### config.mk
export PLATFORM = sky130hd
export DESIGN_NAME = i3c_bus_monitor
export DESIGN_NICKNAME = d
export VERILOG_FILES = /design/src/rtl/i3c_bus_monitor_pkg.sv /design/src/rtl/i3c_bus_monitor_filter.sv /design/src/rtl/i3c_bus_monitor.sv
export SDC_FILE = /design/constraint.sdc
export NUM_CORES = 1
export LEC_CHECK = 0
export CORE_MARGIN = 2
export CORE_UTILIZATION = 55
export DETAILED_ROUTE_END_ITERATION = 8
export MAX_ROUTING_LAYER = met4
export PLACE_DENSITY = 0.84
export SETUP_SLACK_MARGIN = 0.02
export SKIP_LAST_GASP = 1
export SYNTH_ARGS = -nofsm -noshare
export SYNTH_HDL_FRONTEND = slang
export SYNTH_SLANG_ARGS = --single-unit
### constraint.sdc
create_clock -name core_clk -period 2.6 [get_ports core_clk]
set_input_delay 0.26 -clock core_clk [delete_from_list [all_inputs] [get_ports core_clk]]
set_output_delay 0.26 -clock core_clk [all_outputs]
set_load 0.01 [all_outputs]
### src/rtl/i3c_bus_monitor_pkg.sv
// i3c_bus_monitor_pkg: shared event types and default parameters for the I3C bus monitor
package i3c_bus_monitor_pkg;
  localparam int SYNC_STAGES_DEF = 2;
  localparam int FILT_CYCLES_DEF = 3;
  localparam int FIFO_DEPTH_DEF  = 8;
  typedef enum logic [1:0] {EVT_START, EVT_RSTART, EVT_STOP, EVT_DATA} evt_type_e;
  typedef enum logic {IDLE, FRAME} state_e;
  typedef struct packed {
    evt_type_e   typ;
    logic [7:0]  data;
    logic        bit9;
`ifdef I3C_BUS_MON_TIMESTAMP_EN
    logic [15:0] ts;
`endif
  } evt_t;
endpackage

### src/rtl/i3c_bus_monitor_filter.sv
// i3c_bus_monitor_filter: synchroniser plus consecutive-sample glitch filter for one bus line
module i3c_bus_monitor_filter #(
  parameter int SYNC_STAGES = 2,
  parameter int FILT_CYCLES = 3
) (
  input  logic core_clk,
  input  logic rst,
  input  logic din,
  output logic dout
);
  localparam int CW = $clog2(FILT_CYCLES + 1);
  logic [SYNC_STAGES-1:0] sync;
  logic [CW-1:0] cnt;
  // shift the raw line in, then toggle the output once the new level has persisted long enough
  always_ff @(posedge core_clk) begin
    if (rst) begin
      sync <= '1;
      cnt  <= '0;
      dout <= 1'b1;
    end else begin
      sync <= SYNC_STAGES'({sync, din});
      if (sync[SYNC_STAGES-1] == dout) cnt <= '0;
      else if (cnt == CW'(FILT_CYCLES - 1)) begin
        dout <= ~dout;
        cnt  <= '0;
      end else cnt <= cnt + 1'b1;
    end
  end
endmodule

### src/rtl/i3c_bus_monitor.sv
// i3c_bus_monitor: resolves the I3C bus, decodes START/RSTART/STOP/DATA into an event FIFO (optional timestamps via I3C_BUS_MON_TIMESTAMP_EN)
module i3c_bus_monitor
  import i3c_bus_monitor_pkg::*;
#(
  parameter int SYNC_STAGES = SYNC_STAGES_DEF,
  parameter int FILT_CYCLES = FILT_CYCLES_DEF,
  parameter int FIFO_DEPTH  = FIFO_DEPTH_DEF
) (
  input  logic        core_clk,
  input  logic        rst,
  input  logic        scl_o,
  input  logic        sda_o,
  input  logic        sel_od_pp_o,
  input  logic        ctrl_scl_o,
  input  logic        ctrl_sda_o,
  output logic        scl_bus,
  output logic        sda_bus,
  output logic        contention,
  output logic        evt_valid,
  input  logic        evt_ready,
  output logic [1:0]  evt_type,
  output logic [7:0]  evt_data,
  output logic        evt_bit9,
  output logic        bus_busy,
  output logic        overflow,
`ifdef I3C_BUS_MON_TIMESTAMP_EN
  output logic [15:0] evt_ts,
`endif
  input  logic        clr_sticky
);
  localparam int AW = $clog2(FIFO_DEPTH);
  logic scl_f, sda_f, scl_q, sda_q;
  logic start_c, stop_c, scl_rise;
  state_e state;
  logic [3:0] bcnt;
  logic [7:0] shreg;
  logic push;
  evt_t push_evt, head;
  evt_t mem [FIFO_DEPTH];
  logic [AW:0] wr, rd;
  logic empty, full, pop, do_wr;
  assign scl_bus = ctrl_scl_o & scl_o;
  assign sda_bus = ctrl_sda_o & sda_o;
  i3c_bus_monitor_filter #(.SYNC_STAGES(SYNC_STAGES), .FILT_CYCLES(FILT_CYCLES)) u_scl (
    .core_clk(core_clk), .rst(rst), .din(scl_bus), .dout(scl_f));
  i3c_bus_monitor_filter #(.SYNC_STAGES(SYNC_STAGES), .FILT_CYCLES(FILT_CYCLES)) u_sda (
    .core_clk(core_clk), .rst(rst), .din(sda_bus), .dout(sda_f));
  // an SDA edge only counts as START/STOP while SCL is steadily high, so a simultaneous SCL edge wins
  assign scl_rise = scl_f & ~scl_q;
  assign start_c  = scl_f & scl_q & sda_q & ~sda_f;
  assign stop_c   = scl_f & scl_q & ~sda_q & sda_f;
`ifdef I3C_BUS_MON_TIMESTAMP_EN
  logic [15:0] ts_cnt;
  // free-running timestamp base
  always_ff @(posedge core_clk) ts_cnt <= rst ? 16'd0 : ts_cnt + 16'd1;
  assign evt_ts = head.ts;
`endif
  // decode FSM: tracks frame state and registers one event per detected condition
  always_ff @(posedge core_clk) begin
    if (rst) begin
      state    <= IDLE;
      bcnt     <= '0;
      shreg    <= '0;
      push     <= 1'b0;
      push_evt <= '0;
      bus_busy <= 1'b0;
      scl_q    <= 1'b1;
      sda_q    <= 1'b1;
    end else begin
      scl_q <= scl_f;
      sda_q <= sda_f;
      push  <= 1'b0;
`ifdef I3C_BUS_MON_TIMESTAMP_EN
      push_evt.ts <= ts_cnt;
`endif
      if (scl_rise && state == FRAME) begin
        if (bcnt == 4'd8) begin
          push          <= 1'b1;
          push_evt.typ  <= EVT_DATA;
          push_evt.data <= shreg;
          push_evt.bit9 <= sda_f;
          bcnt          <= '0;
        end else begin
          shreg <= {shreg[6:0], sda_f};
          bcnt  <= bcnt + 4'd1;
        end
      end else if (start_c) begin
        push          <= 1'b1;
        push_evt.typ  <= state == IDLE ? EVT_START : EVT_RSTART;
        push_evt.data <= '0;
        push_evt.bit9 <= 1'b0;
        state         <= FRAME;
        bus_busy      <= 1'b1;
        bcnt          <= '0;
      end else if (stop_c && state == FRAME) begin
        push          <= 1'b1;
        push_evt.typ  <= EVT_STOP;
        push_evt.data <= '0;
        push_evt.bit9 <= 1'b0;
        state         <= IDLE;
        bus_busy      <= 1'b0;
      end
    end
  end
  assign empty  = wr == rd;
  assign full   = (wr[AW] != rd[AW]) && (wr[AW-1:0] == rd[AW-1:0]);
  assign pop    = evt_ready & ~empty;
  assign do_wr  = push & (~full | pop);
  assign head   = empty ? '0 : mem[rd[AW-1:0]];
  assign evt_valid = ~empty;
  assign evt_type  = head.typ;
  assign evt_data  = head.data;
  assign evt_bit9  = head.bit9;
  // FIFO storage
  always_ff @(posedge core_clk) if (do_wr) mem[wr[AW-1:0]] <= push_evt;
  // FIFO pointers with an extra wrap bit to tell full from empty
  always_ff @(posedge core_clk) begin
    if (rst) begin
      wr <= '0;
      rd <= '0;
    end else begin
      if (do_wr) wr <= wr + 1'b1;
      if (pop) rd <= rd + 1'b1;
    end
  end
  // sticky flags; a clear beats a same-cycle set
  always_ff @(posedge core_clk) begin
    if (rst || clr_sticky) begin
      overflow   <= 1'b0;
      contention <= 1'b0;
    end else begin
      if (push && full && !pop) overflow <= 1'b1;
      if (sel_od_pp_o && sda_o && !ctrl_sda_o && !scl_f) contention <= 1'b1;
    end
  end
endmodule

Word level (Yosys, flattened, before mapping)
Memory sizes are Yosys's and may differ from the RTL's. A register that Yosys moved wholly into a read port is not among the register bits.
Index checks and enable logic that the tools add are counted.
W data, S select, Z words.
{"block": "op_classes", "n_addsub": 5, "mul": 0, "div_mod_pow": 0, "order_cmp": 0, "n_eq_ne": 9, "shifts": 0, "mux": 19, "n_bitwise": 21, "n_reduce_logical": 22}
{"operator": "$mux W11", "count": 5}
{"operator": "$add A4 B1 Y4 const B", "count": 3}
{"operator": "$mux W4", "count": 3}
{"operator": "$and A1 B1 Y1", "count": 10}
{"operator": "$not A1 Y1", "count": 10}
{"operator": "$reduce_and A2 Y1", "count": 5}
{"operator": "$mux W1", "count": 9}
{"operator": "$logic_and A1 B1 Y1", "count": 8}
{"operator": "$mux W3", "count": 2}
{"operator": "$reduce_or A3 Y1", "count": 2}
{"operator": "$add A2 B1 Y2 const B", "count": 2}
{"operator": "$eq A2 B2 Y1 const B", "count": 2}
{"operator": "$eq A4 B4 Y1", "count": 1}
{"operator": "$eq A4 B4 Y1 const B", "count": 1}
{"operator": "$reduce_bool A2 Y1", "count": 2}
{"operator": "$eq A3 B3 Y1", "count": 1}
{"operator": "$logic_not A1 Y1", "count": 3}
{"operator": "$reduce_bool A3 Y1", "count": 1}
{"operator": "$eq A1 B1 Y1", "count": 2}
{"operator": "$ne A2 B1 Y1 const B", "count": 1}
{"operator": "$logic_or A1 B1 Y1", "count": 1}
{"operator": "$ne A1 B1 Y1", "count": 1}
{"operator": "$or A1 B1 Y1", "count": 1}
{"block": "totals", "reg_bits": 47, "latch_bits": 0, "mem_bits_rw": 88, "rom_bits": 0, "in_bits": 9, "out_inout_bits": 17, "word_cells": 96, "n_memories": 1}
{"name": "mem", "depth": 8, "width": 11, "read_ports": 1, "rd_ports_with_merged_regs": 1, "wr": 1, "line_no": "i3c_bus_monitor.sv:39", "text": "evt_t mem [FIFO_DEPTH];"}

Depth between registers and ports, before layout
{"block": "depth", "word_depth": 7, "depth_mapped": 7, "mapped_depth_nobuf": 6}

By module
A second synthesis with hierarchy kept.
{"block": "hier_totals", "hier_cells": 391, "area_unflattened_um2": 5496.5}
{"module": "i3c_bus_monitor", "instances": 1, "cells_each": 363, "area_per_inst_um2": 5163.7, "seq_area_each_um2": 3443.3}
{"module": "i3c_bus_monitor_filter", "instances": 2, "cells_each": 14, "area_per_inst_um2": 166.4, "seq_area_each_um2": 100.1}

Least setup slack after synthesis
Ideal clock, no wire load.
{"block": "synth_timing", "path_kind": "flip-flop to flip-flop", "start": "register wr[0]", "end": "memory mem[4][0] (netlist bit), enable pin", "setup_time_ns": 0.393, "t_arrival_ns": 1.970, "required_time_ns": 2.207, "setup_slack_ns": 0.237, "stages_incl_launch_ff": 7, "path_buffers": 2, "period_less_slack_ns": 2.363, "path_cell_list": "dfxtp_1 -> buf_6 -> xor2_1 -> or3_4 -> buf_2 -> o211ai_1 -> nor3_1"}
{"block": "synth_via", "elab_chain_cells": 7, "elab_cells_between_ends": 10, "cone_classes": "eq/ne: 2; mux: 2; bitwise: 5; reduce/logical: 1"}
{"item": "start: declaration", "line_no": "i3c_bus_monitor.sv:40", "text": "logic [AW:0] wr, rd;"}
{"item": "start signal: assignment", "line_no": "i3c_bus_monitor.sv:122", "text": "if (do_wr) wr <= wr + 1'b1;"}
{"item": "$eq A4 B4 Y1 or $eq A3 B3 Y1 (tied branches)", "line_no": "i3c_bus_monitor.sv:105, i3c_bus_monitor.sv:106"}
{"item": "$not A1 Y1 or $logic_and A1 B1 Y1 (tied branches)", "line_no": "i3c_bus_monitor.sv:107, i3c_bus_monitor.sv:106"}
{"item": "$and A1 B1 Y1 or $not A1 Y1 (tied branches)", "line_no": "i3c_bus_monitor.sv:107, i3c_bus_monitor.sv:108"}
{"item": "$or A1 B1 Y1", "line_no": "i3c_bus_monitor.sv:108", "text": "assign do_wr = push & (~full | pop);"}
{"item": "$and A1 B1 Y1", "line_no": "i3c_bus_monitor.sv:108"}
{"item": "$mux W1", "line_no": "i3c_bus_monitor.sv:115", "text": "always_ff @(posedge core_clk) if (do_wr) mem[wr[AW-1:0]] <= push_evt;"}
{"item": "$mux W1 (implied by the code)", "line_no": "i3c_bus_monitor.sv:115"}
{"item": "end: declaration", "line_no": "i3c_bus_monitor.sv:39"}
Several ways; a longest one is shown, not always the timed one.

==> impl_metrics.toml <==
[clock_tree]
htreeDepth = 4
cts_sinks = 138
cts-root-buf = "clkbuf_8"
cts_tree = "yes"
path_clk_slew_ns = 0.06
insertion_delay_ns = 0.52
cts_max_path_buffers = 2
numCtsBuffers = 17

[placement]
place_area_mm2 = 0.00595
port_buffers = 25
dp_cells = 547
dp_hpwl_um = 6300
finalWeightedCongestion = 0.832

[timing]
finalCritPeriodShare_pct = 100
setup_ws_ns = -0.00890
slew_violations = 0
fmax_mhz = 383
finalSetupTns_ns = -0.0130
worst_pin_slew_ns = 0.653
setup_viol = 2
finalCriticalPeriod_ns = 2.61
fin_skew_ns = 0.00810
hold_viol = 0
rsz0062_at_grt = "true"
slew_headroom_pct = 56.3

[routing]
first_pass_iters = 5
vias_per_cell = 5.75
drt_iter0_markers = 269
route.vias.total = 3361
routedWlPerCell_um = 19.1
wl_um = 11200
drc = 0
ant_nets = 0

[logic_synthesis]
synth_edf_count = 88
syn_area_mm2 = 0.00552
synth-main-ff-cell = "edfxtp_1"
async_reset_ff_share_pct = 0
ys_ff_latch = 138
synth-seq-area-share_pct = 66.0
synth_cells = 396
syn_nets = 411
synth.distinct_cells = 48
ys_warn_count = 0
avgSynthCellArea_um2 = 13.9

[power]
power_leakage_nw = 2.35
peakVddDrop_mv = 0.554
power.total_w = 0.00468
powerDensity_mw_per_mm2 = 706

[critical_path]
crit_path_end_kind = "primary output"
required_ns = 2.34
slowest_delay_ns = 0.51
cpMaxStageDelayCell = "mux4_2"
path_class = "flop to primary output"
cp_cell_sequence = "bufbuf_16, mux4_2, mux2i_1, nor2_1, clkdlybuf4s50_1"
critPathMaxFanout = 11
ff2ff_path_depth = 6
worst_setup_path_start_kind = "flop"
cp.arrival_ns = 2.35

[die]
pin_count = 26
die_h_um = 104
core_area_mm2 = 0.00977
die_x_um = 104
die_area_mm2 = 0.0109
rows = 36
start_util_pct = 56.5

[cells_and_area]
drive_above_1_share_pct = 20.6
fin_cells = 585
multiInputGateArea_mm2 = 0.00174
fin_area_mm2 = 0.00664
area_delta_synth_final_pct = 20.2
finalNetCount = 454
nFillCells = 669
utilization_pct = 67.9
regArea_mm2 = 0.00365
diodes = 0

[grt]
grt_max_degree = 23
grt_pass1_vias = 3388
grt_overflow = 0
grt_usage_pct = 22.0
antenna_found_initial = 0
grt_pass1_wl_um = 17400

[flow_run]
cap_violations = 0

[run_status]
violations = "setup timing"
outcome = "finished with violations"

[worst_hold_path]
min_path_type = "primary input to flop"
min_path_cells = 2
-- what timing repair did --
item                                    in CTS  in global routing
gates cloned                                 1                  1
pin swaps                                    1                  0
setup buffers                                3                  1
gates resized for setup                      7                 12
endpoints found under the setup margin      12                 10
hold buffers                                 0                  0
-- final timing paths --
path / start / to / slack (ns)
min: clr_sticky / contention$_SDFFE_PP0P_ / 0.32
max reg2reg: wr[0]$_SDFFE_PP0P_ / mem[5][2]$_DFFE_PP_ / 0.53
min reg2reg: u_sda.sync[0]$_SDFF_PP1_ / u_sda.sync[1]$_SDFF_PP1_ / 0.41
max: flop / evt_bit9 / -0.009
-- critical path, delay by kind of cell, from the launching register on --
kind / cells / cell delay [ns]
simple gates: 1 / 0.05
flops: 1 / 0.36
mux: 2 / 0.65
buf+inv: 2 / 0.77
-- sequential cells by signal (all words and copies together) (netlist names), 2 cells and up, named ones only --
signal and cells:
bcnt 4, mem 88, push_evt 11, rd 4
shreg 8, u_scl.cnt 2, u_scl.sync 2, u_sda.cnt 2
u_sda.sync 2, wr 4
-- metrics by stage --
step	setup WS [ns]	hold slack, ns
2_1_floorplan	0.237	0.339
3_5_place_dp	0.327	0.393
4_1_cts	-0.0704	0.313
5_1_grt	-0.133	0.333
3_3_place_gp	0.400	0.393
6_report	-0.00890	0.322
-- cell families after synthesis --
logic type                 after synthesis  share of synthesized area, %
AOI/OAI and AO/OA                       47                          5.46
xor gates and xnor gates                 7                          1.25
adders and majority gates                6                          1.36
buffers and inverters                   31                          2.54
DFF                                    138                          66.0
muxes                                   38                          11.9
and+or+nand+nor                        129                          11.5
-- metal layers --
layer	wire, um	up-vias	global-route usage (%)
met1	4400	1670	25.3
li1	-	1566	-
met2	6000	107	37.9
met4	202	0	8.49
met5	0	-	-
met3	549	18	4.64
-- power by group --
group | switching [W] | internal, W | leakage [nW]
Clock | 0.000942 | 0.00138 | 0.275
Combinational | 0.0000229 | 0.0000251 | 0.856
Sequential | 0.00000269 | 0.00231 | 1.21
Total | 0.000968 | 0.00372 | 2.35
-- synthesized netlist by cell type, types with 6 or more instances --
master / n / area share [%]
a21oi_1: 23 / 2.1
clkbuf_1: 14 / 0.95
dfxtp_1: 50 / 18
edfxtp_1: 88 / 48
ha_1: 6 / 1.4
inv_1: 9 / 0.61
mux2i_1: 14 / 2.5
mux4_2: 22 / 9.0
nand2_1: 36 / 2.4
nand3_1: 14 / 1.3
nor2_1: 34 / 2.3
nor3_1: 6 / 0.54
o211ai_1: 7 / 0.95
or2_2: 8 / 0.91
-- placed cells by master (no fill, tap or decap), types with 2 or more instances in the layout --
master / synthesis / routed
edfxtp_1: 88 / 88
dfxtp_1: 50 / 45
nand2_1: 36 / 36
nor2_1: 34 / 34
a21oi_1: 23 / 23
mux4_2: 22 / 22
clkdlybuf4s50_1: 0 / 17
clkbuf_16: 0 / 16
buf_4: 1 / 16
mux2i_1: 14 / 14
nand3_1: 14 / 14
inv_1: 9 / 9
or2_2: 8 / 8
o211ai_1: 7 / 7
nor3_1: 6 / 6
ha_1: 6 / 6
dlymetal6s2s_1: 0 / 6
xor2_1: 4 / 4
nand2b_1: 4 / 4
or3_1: 4 / 4
dfxtp_2: 0 / 4
clkinv_4: 0 / 4
inv_6: 0 / 4
o21ai_0: 3 / 3
and2_1: 3 / 3
nand3b_1: 3 / 3
and3_1: 3 / 3
a31oi_1: 3 / 3
clkinvlp_4: 0 / 3
and3b_1: 2 / 2
nor2b_1: 2 / 2
o21a_1: 2 / 2
a211oi_1: 2 / 2
or4_1: 2 / 2
or4b_1: 2 / 2
xnor2_1: 2 / 2
nand4_1: 2 / 2
bufinv_16: 0 / 2
buf_6: 2 / 2
dlygate4sd2_1: 0 / 2
-- final cells by class --
class / count / share of cell area, %
clock buffers: 17 / 6.24
well taps: 133 / 2.51
repair buffers: 45 / 6.90
clock inverters: 15 / 2.53
flip-flops and latches: 138 / 55.0
inverters: 10 / 0.566
multi-input cells: 227 / 26.2
Note: power is estimated with default switching activity, not from simulation.
